## config.mk

```make
export PLATFORM = sky130hd
export DESIGN_NAME = dac714_serial_tx
export DESIGN_NICKNAME = d
export VERILOG_FILES = /design/src/rtl/dac714_pkg.sv /design/src/rtl/dac714_sclk_gen.sv /design/src/rtl/dac714_serial_tx.sv
export SDC_FILE = /design/constraint.sdc
export NUM_CORES = 1
export LEC_CHECK = 0
export ABC_AREA = 1
export CAP_MARGIN = 30
export CORE_MARGIN = 4
export CORE_UTILIZATION = 56
export CTS_CLUSTER_DIAMETER = 50
export DETAILED_ROUTE_END_ITERATION = 16
export MAX_ROUTING_LAYER = met4
export PLACE_DENSITY = 0.79
export SLEW_MARGIN = 10
export SYNTH_ARGS = -nofsm -noshare
export SYNTH_HDL_FRONTEND = slang
export SYNTH_SLANG_ARGS = --single-unit
```

## constraint.sdc

```tcl
create_clock -name clk -period 2.5 [get_ports clk]
set_clock_uncertainty 0.1 [all_clocks]
set_input_delay 0.5 -clock clk [delete_from_list [all_inputs] [get_ports clk]]
set_output_delay 0.5 -clock clk [all_outputs]
set_load 0.01 [all_outputs]
```

## src/rtl/dac714_pkg.sv

```systemverilog
// Shared types and default geometry for the DAC714 serial transmitter.
// Default word width, SCLK half-period and latch pulse width match the board build.
package dac714_pkg;

  typedef enum logic [1:0] {
    IDLE  = 2'd0,
    SHIFT = 2'd1,
    LATCH = 2'd2
  } state_e;

  localparam int unsigned DEF_DAC_WIDTH    = 16;
  localparam int unsigned DEF_CLK_DIV      = 4;
  localparam int unsigned DEF_LATCH_CYCLES = 2;

endpackage

```

## src/rtl/dac714_sclk_gen.sv

```systemverilog
// SCLK divider for the DAC714 link: CLK_DIV cycles low, then CLK_DIV cycles high, per bit.
// rise/fall flag the cycle whose closing clock edge toggles the registered SCLK level.
module dac714_sclk_gen
  import dac714_pkg::*;
#(
  parameter int unsigned CLK_DIV = DEF_CLK_DIV
) (
  input  logic clk,
  input  logic reset,
  input  logic clear,
  input  logic en,
  output logic sclk,
  output logic sclk_rise,
  output logic sclk_fall
);

  localparam int unsigned CW = $clog2(CLK_DIV + 1);

  logic [CW-1:0] div_cnt_q, div_cnt_d;
  logic          sclk_q, sclk_d;
  logic          wrap;

  always_comb begin
    // NOTE: every combinational output gets a default first so no path leaves it unassigned (no latch).
    div_cnt_d = div_cnt_q;
    sclk_d    = sclk_q;
    wrap      = (div_cnt_q == CW'(CLK_DIV - 1));
    if (clear) begin
      div_cnt_d = '0;
      sclk_d    = 1'b0;
    end else if (en) begin
      if (wrap) begin
        div_cnt_d = '0;
        sclk_d    = ~sclk_q;
      end else begin
        div_cnt_d = div_cnt_q + CW'(1);
      end
    end
  end

  assign sclk_rise = en && !clear && wrap && !sclk_q;
  assign sclk_fall = en && !clear && wrap && sclk_q;
  assign sclk      = sclk_q;

  always_ff @(posedge clk) begin
    // NOTE: state flops use non-blocking assignments so every flop samples pre-edge values.
    if (reset) begin
      div_cnt_q <= '0;
      sclk_q    <= 1'b0;
    end else begin
      div_cnt_q <= div_cnt_d;
      sclk_q    <= sclk_d;
    end
  end

endmodule

```

## src/rtl/dac714_serial_tx.sv

```systemverilog
// DAC714 3-wire serial transmitter with a one-deep pending buffer and busy/done/overrun status.
// Build option: define DAC714_TX_OFFSET_BINARY_EN to send offset binary (MSB inverted at capture).
module dac714_serial_tx
  import dac714_pkg::*;
#(
  parameter int unsigned DAC_WIDTH    = DEF_DAC_WIDTH,
  parameter int unsigned CLK_DIV      = DEF_CLK_DIV,
  parameter int unsigned LATCH_CYCLES = DEF_LATCH_CYCLES
) (
  input  logic                 clk,
  input  logic                 reset,
  input  logic                 DACStrobe,
  input  logic [DAC_WIDTH-1:0] Yis,
  output logic                 dac_sclk,
  output logic                 dac_sdi,
  output logic                 dac_nlatch,
  output logic                 busy,
  output logic                 done,
  output logic                 overrun
);

  localparam int unsigned BW = $clog2(DAC_WIDTH + 1);
  localparam int unsigned LW = $clog2(LATCH_CYCLES + 1);

  function automatic logic [DAC_WIDTH-1:0] to_dac_code(input logic [DAC_WIDTH-1:0] y);
`ifdef DAC714_TX_OFFSET_BINARY_EN
    return {~y[DAC_WIDTH-1], y[DAC_WIDTH-2:0]};
`else
    return y;
`endif
  endfunction

  state_e               state_q, state_d;
  logic [DAC_WIDTH-1:0] shift_q, shift_d;
  logic [DAC_WIDTH-1:0] pend_word_q, pend_word_d;
  logic                 pend_q, pend_d;
  logic [BW-1:0]        bit_cnt_q, bit_cnt_d;
  logic                 last_bit_q, last_bit_d;
  logic [LW-1:0]        lat_cnt_q, lat_cnt_d;
  logic                 busy_q, busy_d;
  logic                 nlatch_q, nlatch_d;
  logic                 done_q, done_d;
  logic                 overrun_q, overrun_d;

  logic                 gen_clear, gen_en, sclk_rise, sclk_fall;
  logic                 last_latch, load_en;
  logic [DAC_WIDTH-1:0] load_word;

  dac714_sclk_gen #(
    .CLK_DIV (CLK_DIV)
  ) u_sclk_gen (
    .clk       (clk),
    .reset     (reset),
    .clear     (gen_clear),
    .en        (gen_en),
    .sclk      (dac_sclk),
    .sclk_rise (sclk_rise),
    .sclk_fall (sclk_fall)
  );

  always_comb begin
    state_d     = state_q;
    shift_d     = shift_q;
    pend_word_d = pend_word_q;
    pend_d      = pend_q;
    bit_cnt_d   = bit_cnt_q;
    last_bit_d  = last_bit_q;
    lat_cnt_d   = lat_cnt_q;
    overrun_d   = 1'b0;
    load_en     = 1'b0;
    load_word   = to_dac_code(Yis);
    gen_en      = (state_q == SHIFT);
    last_latch  = (state_q == LATCH) && (lat_cnt_q == LW'(LATCH_CYCLES - 1));

    unique case (state_q)
      IDLE: begin
        load_en = DACStrobe;
      end
      SHIFT: begin
        // The end-of-frame decision is taken at the last rise, so the fall only tests one flop.
        if (sclk_rise) last_bit_d = (bit_cnt_q == BW'(DAC_WIDTH - 1));
        if (sclk_fall) begin
          shift_d = {shift_q[DAC_WIDTH-2:0], 1'b0};
          if (last_bit_q) begin
            state_d   = LATCH;
            lat_cnt_d = '0;
          end else begin
            bit_cnt_d = bit_cnt_q + BW'(1);
          end
        end
      end
      LATCH: begin
        if (!last_latch) begin
          lat_cnt_d = lat_cnt_q + LW'(1);
        end else if (DACStrobe) begin
          load_en   = 1'b1;
          overrun_d = pend_q;
          pend_d    = 1'b0;
        end else if (pend_q) begin
          load_en   = 1'b1;
          load_word = pend_word_q;
          pend_d    = 1'b0;
        end else begin
          state_d = IDLE;
        end
      end
      default: state_d = IDLE;
    endcase

    if (DACStrobe && (state_q != IDLE) && !last_latch) begin
      pend_word_d = to_dac_code(Yis);
      pend_d      = 1'b1;
      overrun_d   = pend_q;
    end

    gen_clear = load_en;
    if (load_en) begin
      state_d    = SHIFT;
      shift_d    = load_word;
      bit_cnt_d  = '0;
      last_bit_d = 1'b0;
    end

    busy_d   = (state_d != IDLE);
    nlatch_d = (state_d != LATCH);
    done_d   = (state_d == LATCH) && (lat_cnt_d == LW'(LATCH_CYCLES - 1));
  end

  always_ff @(posedge clk) begin
    if (reset) begin
      state_q    <= IDLE;
      shift_q    <= '0;
      pend_q     <= 1'b0;
      bit_cnt_q  <= '0;
      last_bit_q <= 1'b0;
      lat_cnt_q  <= '0;
      busy_q     <= 1'b0;
      nlatch_q   <= 1'b1;
      done_q     <= 1'b0;
      overrun_q  <= 1'b0;
    end else begin
      state_q    <= state_d;
      shift_q    <= shift_d;
      pend_q     <= pend_d;
      bit_cnt_q  <= bit_cnt_d;
      last_bit_q <= last_bit_d;
      lat_cnt_q  <= lat_cnt_d;
      busy_q     <= busy_d;
      nlatch_q   <= nlatch_d;
      done_q     <= done_d;
      overrun_q  <= overrun_d;
    end
  end

  // NOTE: the pending word is pure data qualified by pend_q, so it carries no reset.
  always_ff @(posedge clk) begin
    pend_word_q <= pend_word_d;
  end

  assign dac_sdi    = shift_q[DAC_WIDTH-1];
  assign dac_nlatch = nlatch_q;
  assign busy       = busy_q;
  assign done       = done_q;
  assign overrun    = overrun_q;

endmodule
```

==> results.tsv, run 1 <==
stage	metric	value	unit
synth	synth_nets	376	
grt	grt_first_pass_wirelength	8.03	mm
placement	dp_cells	418	
synth	synth_top_area_share	27.8	%
clocking	htreeDepth	2	
floorplan	core_area	0.00435	mm²
floorplan	row_count	24	
clocking	cts_made_buffers	5	
timing	slew_headroom	69.3	%
timing	hold_viol_final	0	
grt	antenna_found_initial	0	
layout	layout.cells.non_filler	426	
critical_path	critPathArrivalTime	2.23	ns
status	status	complete, no violations	
grt	use_met2	30.3	%
timing	drv_slew	0	
flow_run	drv_cap	0	
route	ant_nets	0	
synth	yosysWarnings	0	
layout	fin_area	0.00287	mm²
synth	synth_cells	348	
placement	gp_congestion	0.815	
clocking	cts_setup_buffers	0	
route	wl_per_cell	10.8	µm
grt	met1_usage	24.0	%
grt	track_usage	18.9	%
placement	io_buffers	24	
critical_path	critPathMaxFanout	31	
clocking	cts_resized	0	
synth	yosys.area.top_type	dfxtp_1	
route	routed_wl	4.59	mm
synth	avgSynthCellArea	7.24	µm²
timing	max_clock_freq	0.469	GHz
floorplan	die_x	75.1	µm
timing	worst_pin_slew	0.461	ns
power_and_ir_drop	irDropWorstVdd	292	µV
layout	finish.utilization	65.9	%
critical_path	worstPathCellList	inv_1, ha_1, nand2_2, nand2_1, o21ai_2, nand2_1, nand3_4, nand2_1, nand2_1, nor2_1	
hold_path	hold_path.class	reg2reg	
layout	final_net_count	401	
synth	synth.area.top_cells	dfxtp_1 28%, edfxtp_1 19%, nand2_1 19%	
layout	fillers	358	
floorplan	initial_core_util	57.9	%
timing	finalSetupViolCount	0	
grt	grt.overflow.total	0	
synth	yosys_register_bits	51	
critical_path	max_stage_delay	0.44	ns
grt	grt-busiest-layer	met2	
critical_path	worstPathBufferInverterCount	1	
clocking	cts.clk_slew.worst_paths	0.08	ns
route	vias_per_cell	4.72	
layout	area_growth	13.9	%
clocking	clk_path_buf_depth	2	
route	drtIter0Drc	162	
timing	period_share	85.4	%
placement	post-place-ws	0.163	ns
route	dr.pass1.iters	4	
synth	synth_cell_types	27	
critical_path	crit_family	simple AND/OR/NAND/NOR gates	
clocking	postCtsHoldBufs	0	
power_and_ir_drop	total_power	1.54	mW
floorplan	dieArea	0.00564	mm²
timing	fin_hold_ws	0.382	ns
clocking	clk_latency	0.29	ns
route	num_vias	2010	
placement	place_area	0.00279	mm²
critical_path	slowest_stage	dfxtp_1	
critical_path	cp.required	2.59	ns
timing	setup_ws	0.366	ns
floorplan	io_pins	25	
power_and_ir_drop	power.leakage	1.40	nW
critical_path	startpoint_type	flop	
grt	met3_usage	3.07	%
layout	diodes	0	
critical_path	critPathKind	reg2reg	
timing	period_needed	2.13	ns
timing	setup_tns	0	ns
route	drc	0	
clocking	cts_tree	built	
floorplan	die_height	75.1	µm
critical_path	end_kind	flop	
synth	synth_seq_area_share	46.8	%
placement	hpwl	3.34	mm
grt	grt_max_degree	33	
power_and_ir_drop	p_per_area	538	mW/mm²
timing	rsz0062_at_grt	no	
clocking	cts_num_sinks	51	
grt	grt_pass1_vias	1889	
synth	syn_area	0.00252	mm²
layout	drive_gt1_share	4.55	%
critical_path	cpMostUsedCell	nand2_1	
clocking	cts_root_buf	clkbuf_8	
==> cell families (layout without fill, tap and decap cells) <==
kind of cell               count (synthesis)  count (layout)  synth area share [%]
AOI/OAI and AO/OA                         36              36                  7.99
xor gates and xnor gates                   2               2                 0.695
and+or+nand+nor                          186             186                  29.3
buffers and inverters                     64              90                  10.7
DFF                                       51              51                  46.8
adders and majority gates                  9               9                  4.47
==> routing by layer <==
layer  part of all wire [%]  wire length, µm  vias to the layer above
li1                       -                -                     1110
met1                     50             2280                      867
met2                     46             2100                       28
met3                    3.4              156                        5
met4                    1.2               56                        0
met5                      0                0                        -
==> final cells by class <==
class	instances	area, µm²	area share, %
sequential	51	1180	41.1
multi-input combinational	233	1070	37.3
timing repair buffer	28	270	9.41
inverter	54	203	7.06
clock buffer	7	76.3	2.66
tap	52	65.1	2.27
clock inverter	1	5.00	0.174
==> cells in the mapped netlist <==
cell	instances
inv_2	1
o21ai_0	18
buf_6	3
nand3_4	1
clkbuf_1	1
edfxtp_1	16
and3_1	1
dfxtp_1	35
nand3b_1	2
buf_2	5
nand4_1	1
nand2_2	2
nand2_1	128
ha_1	9
a21oi_2	1
nor3_1	1
a211oi_1	3
a21oi_1	11
o21a_1	1
inv_1	53
nand3_1	5
xor2_1	2
or2_2	1
buf_1	1
a2111oi_0	1
o21ai_2	1
nor2_1	44
==> layout by cell type, fill, tap and decap left out, types with 2 or more instances in the layout <==
cell             count
a211oi_1             3
clkbuf_1             2
ha_1                 9
dfxtp_1             35
clkdlybuf4s50_1     24
nand2_1            128
o21ai_0             18
clkbuf_8             5
nand2_2              2
nand3b_1             2
buf_4                4
a21oi_1             11
edfxtp_1            16
inv_1               53
xor2_1               2
nor2_1              44
nand3_1              5
==> flip-flops by register name, indices dropped and copies added (netlist names) <==
register              flops
pend_q                    1
u_sclk_gen.sclk           1
done                      1
pend_word_q              16
u_sclk_gen.div_cnt_q      3
lat_cnt_q                 2
busy                      1
shift_q                  16
state_q                   2
dac_nlatch                1
overrun                   1
last_bit_q                1
bit_cnt_q                 5
==> final timing paths <==
check	endpoint	slack [ns]	cells after the start	start
max	shift_q[6]$_SDFFE_PP0P_	0.37	10	state_q[0]$_SDFF_PP0_
min	bit_cnt_q[3]$_SDFFE_PP0P_	0.38	1	bit_cnt_q[3]$_SDFFE_PP0P_
min reg2reg	bit_cnt_q[3]$_SDFFE_PP0P_	0.38	1	bit_cnt_q[3]$_SDFFE_PP0P_
max reg2reg	shift_q[6]$_SDFFE_PP0P_	0.37	10	state_q[0]$_SDFF_PP0_
==> power breakdown <==
part           switching, mW  internal (mW)
Clock                  0.243          0.197
Sequential            0.0156          0.886
Combinational          0.116         0.0867
Total                  0.374           1.17
Note: power is estimated with default switching activity, not from simulation.
==> run 2: changes to the inputs <==
Settings changed: CORE_UTILIZATION 56 to 51, PLACE_DENSITY 0.79 to 0.75, SKIP_CTS_REPAIR_TIMING set to 1.
Clock period 2.5 ns to 1.95 ns, I/O delays scaled along.
==> run 2 against run 1 <==
  * Total power grew 43%
  * Hold slack lost 0.022 ns
  * Critical endpoint is now shift_q[15]$_SDFFE_PP0P_
  * Global-route usage shrank 1.8 points
==> results.tsv, run 2 (same netlist as run 1, synthesis figures left out) <==
stage	metric	value	unit	change
clocking	htreeDepth	2		unchanged
clocking	clk_latency	0.31	ns	+0.02 ns
floorplan	die_height	78.3	µm	+4.3%
grt	grt_pass1_vias	1950		+3.2%
power_and_ir_drop	p_per_area	720	mW/mm²	+34%
floorplan	dieArea	0.00613	mm²	+8.7%
clocking	cts_made_buffers	5		unchanged
layout	final_cell_mix	126 x nand2_1, 53 x inv_1, 43 x nor2_1		
critical_path	worstPathCellList	inv_1, ha_1, nand2_1, buf_4, a21oi_2, buf_4, nand2_1, nand2_1, nor2_1, nor2_1		
timing	worst_pin_slew	0.369	ns	-0.0912 ns
layout	fin_area	0.00308	mm²	+7.1%
timing	finalSetupViolCount	0		unchanged
layout	area_growth	22.0	%	
placement	hpwl	3.46	mm	+3.6%
status	status	complete, no violations		
route	wl_per_cell	10.6	µm	-2.0%
placement	gp_congestion	0.847		+3.9%
critical_path	r2r_slack	0.19	ns	-0.18 ns
critical_path	max_stage_delay	0.35	ns	-0.09 ns
floorplan	core_area	0.00475	mm²	+9.2%
floorplan	initial_core_util	53.0	%	-4.9 points
route	drtIter0Drc	91		-44%
clocking	clk_path_buf_depth	2		unchanged
hold_path	hold_path.class	reg2reg		
power_and_ir_drop	power.leakage	1.50	nW	+6.7%
timing	period_needed	1.76	ns	-0.372 ns
critical_path	critPathMaxFanout	15		-52%
grt	grt.overflow.total	0		unchanged
route	ant_nets	0		unchanged
power_and_ir_drop	irDropWorstVdd	487	µV	+67%
route	vias_per_cell	4.57		-3.2%
critical_path	startpoint_type	flop		
timing	hold_viol_final	0		unchanged
placement	place_area	0.00295	mm²	+5.8%
layout	final_common_cell	nand2_1		
floorplan	io_pins	25		unchanged
placement	io_buffers	24		unchanged
clocking	cts_root_buf	clkbuf_8		
layout	final_net_count	413		+3.0%
placement	post-place-ws	-0.0617	ns	-0.225 ns
route	num_vias	2070		+3.0%
timing	rsz0062_at_grt	no		
clocking	cts.clk_slew.worst_paths	0.09	ns	about the same
layout	diodes	0		unchanged
critical_path	endpoint	shift_q[15]$_SDFFE_PP0P_		
layout	top_regs	pend_word_q x16, shift_q x16, bit_cnt_q x5		
clocking	cts_num_sinks	51		unchanged
critical_path	startpoint	state_q[1]$_SDFF_PP0_		
timing	period_share	90.4	%	+5.0 points
critical_path	end_kind	flop		
route	dr.pass1.iters	4		unchanged
critical_path	slowest_stage	dfxtp_2		
grt	grt_max_degree	33		unchanged
critical_path	cpMostUsedCell	nand2_1		
timing	setup_ws	0.188	ns	-0.178 ns
layout	finish.utilization	64.7	%	-1.2 points
clocking	cts_tree	built		
route	routed_wl	4.79	mm	+4.2%
critical_path	worstReg2RegStart	state_q[1]$_SDFF_PP0_		
critical_path	r2r_cells	10		unchanged
critical_path	cp.required	2.10	ns	-0.49 ns
timing	max_clock_freq	0.568	GHz	+21%
critical_path	critPathKind	reg2reg		
timing	slew_headroom	74.7	%	+5.4 points
flow_run	drv_cap	0		unchanged
critical_path	critPathArrivalTime	1.91	ns	-0.32 ns
critical_path	r2r_end	shift_q[15]$_SDFFE_PP0P_		
floorplan	row_count	25		+4.2%
floorplan	die_x	78.3	µm	+4.3%
grt	antenna_found_initial	0		unchanged
grt	track_usage	17.0	%	-1.8 points
timing	drv_slew	0		unchanged
layout	drive_gt1_share	9.33	%	+4.8 points
grt	grt_first_pass_wirelength	8.29	mm	+3.3%
route	drc	0		unchanged
## run 2: changes by cell type in the layout (fill, tap and decap cells not counted), sizes merged
| cell | change |
|---|---|
| buf | +12 |
| bufinv | +1 |
| clkbuf | -2 |
| inv | +1 |
## run 2: worst max-delay path, delay by kind of cell, from the launching register on
kind                     cells  cell delay, ns
buffers and inverters        3            0.49
AO/OA/AOI/OAI                1            0.16
AND/OR/NAND/NOR              5            0.40
flip-flops                   1            0.35
adder cells (fa/ha/maj)      1            0.23
## run 2: how the worst min path moves through the flow
stage	startpoint	endpoint	slack [ns]	cells past startpoint
final	shift_q[0]$_SDFFE_PP0P_	shift_q[0]$_SDFFE_PP0P_	0.36	2
after global routing	shift_q[0]$_SDFFE_PP0P_	shift_q[0]$_SDFFE_PP0P_	0.39	2
after CTS	shift_q[0]$_SDFFE_PP0P_	shift_q[0]$_SDFFE_PP0P_	0.36	2
after detailed placement	shift_q[0]$_SDFFE_PP0P_	shift_q[0]$_SDFFE_PP0P_	0.35	2
after global placement	shift_q[0]$_SDFFE_PP0P_	shift_q[0]$_SDFFE_PP0P_	0.34	2
after floorplan	shift_q[0]$_SDFFE_PP0P_	shift_q[0]$_SDFFE_PP0P_	0.33	2
## run 2: per-stage QoR
step	total power, mW	hold slack [ns]	setup TNS, ns	cells
detailed placement	1.48	0.348	-0.968	445
global route	2.32	0.386	0	453
global placement	1.47	0.345	-0.123	445
floorplan	1.36	0.333	0	348
CTS	2.24	0.363	0	453
finish	2.21	0.360	0	453
## run 2: layer usage
metal | routed length [µm] | share of wire, % | global-route usage [%] | vias to the layer above
met2 | 2220 | 46 | 27.7 | 18
met5 | 0 | 0 | - | -
met1 | 2330 | 49 | 20.7 | 914
met3 | 170 | 3.6 | 4.47 | 5
li1 | - | - | - | 1133
met4 | 61 | 1.3 | 5.59 | 0
## run 2: layout make-up
cell class	count	area, µm²
multi-input combinational	233	1080
tap	67	83.8
sequential	51	1180
inverter	54	203
clock inverter	3	47.5
timing repair buffer	40	410
fill	418	1680
clock buffer	5	68.8
## run 2: power breakdown
group | internal (mW) | switching (mW) | total [mW]
registers | 1.14 | 0.0181 | 1.15
logic | 0.141 | 0.162 | 0.303
clock network | 0.389 | 0.367 | 0.757
total | 1.67 | 0.548 | 2.21
==> run 3: changes to the inputs <==
Settings changed: HOLD_SLACK_MARGIN set to 0.06.
==> results of run 3 <==
The final DEF is identical to that of run 2; final timing and power are the same.
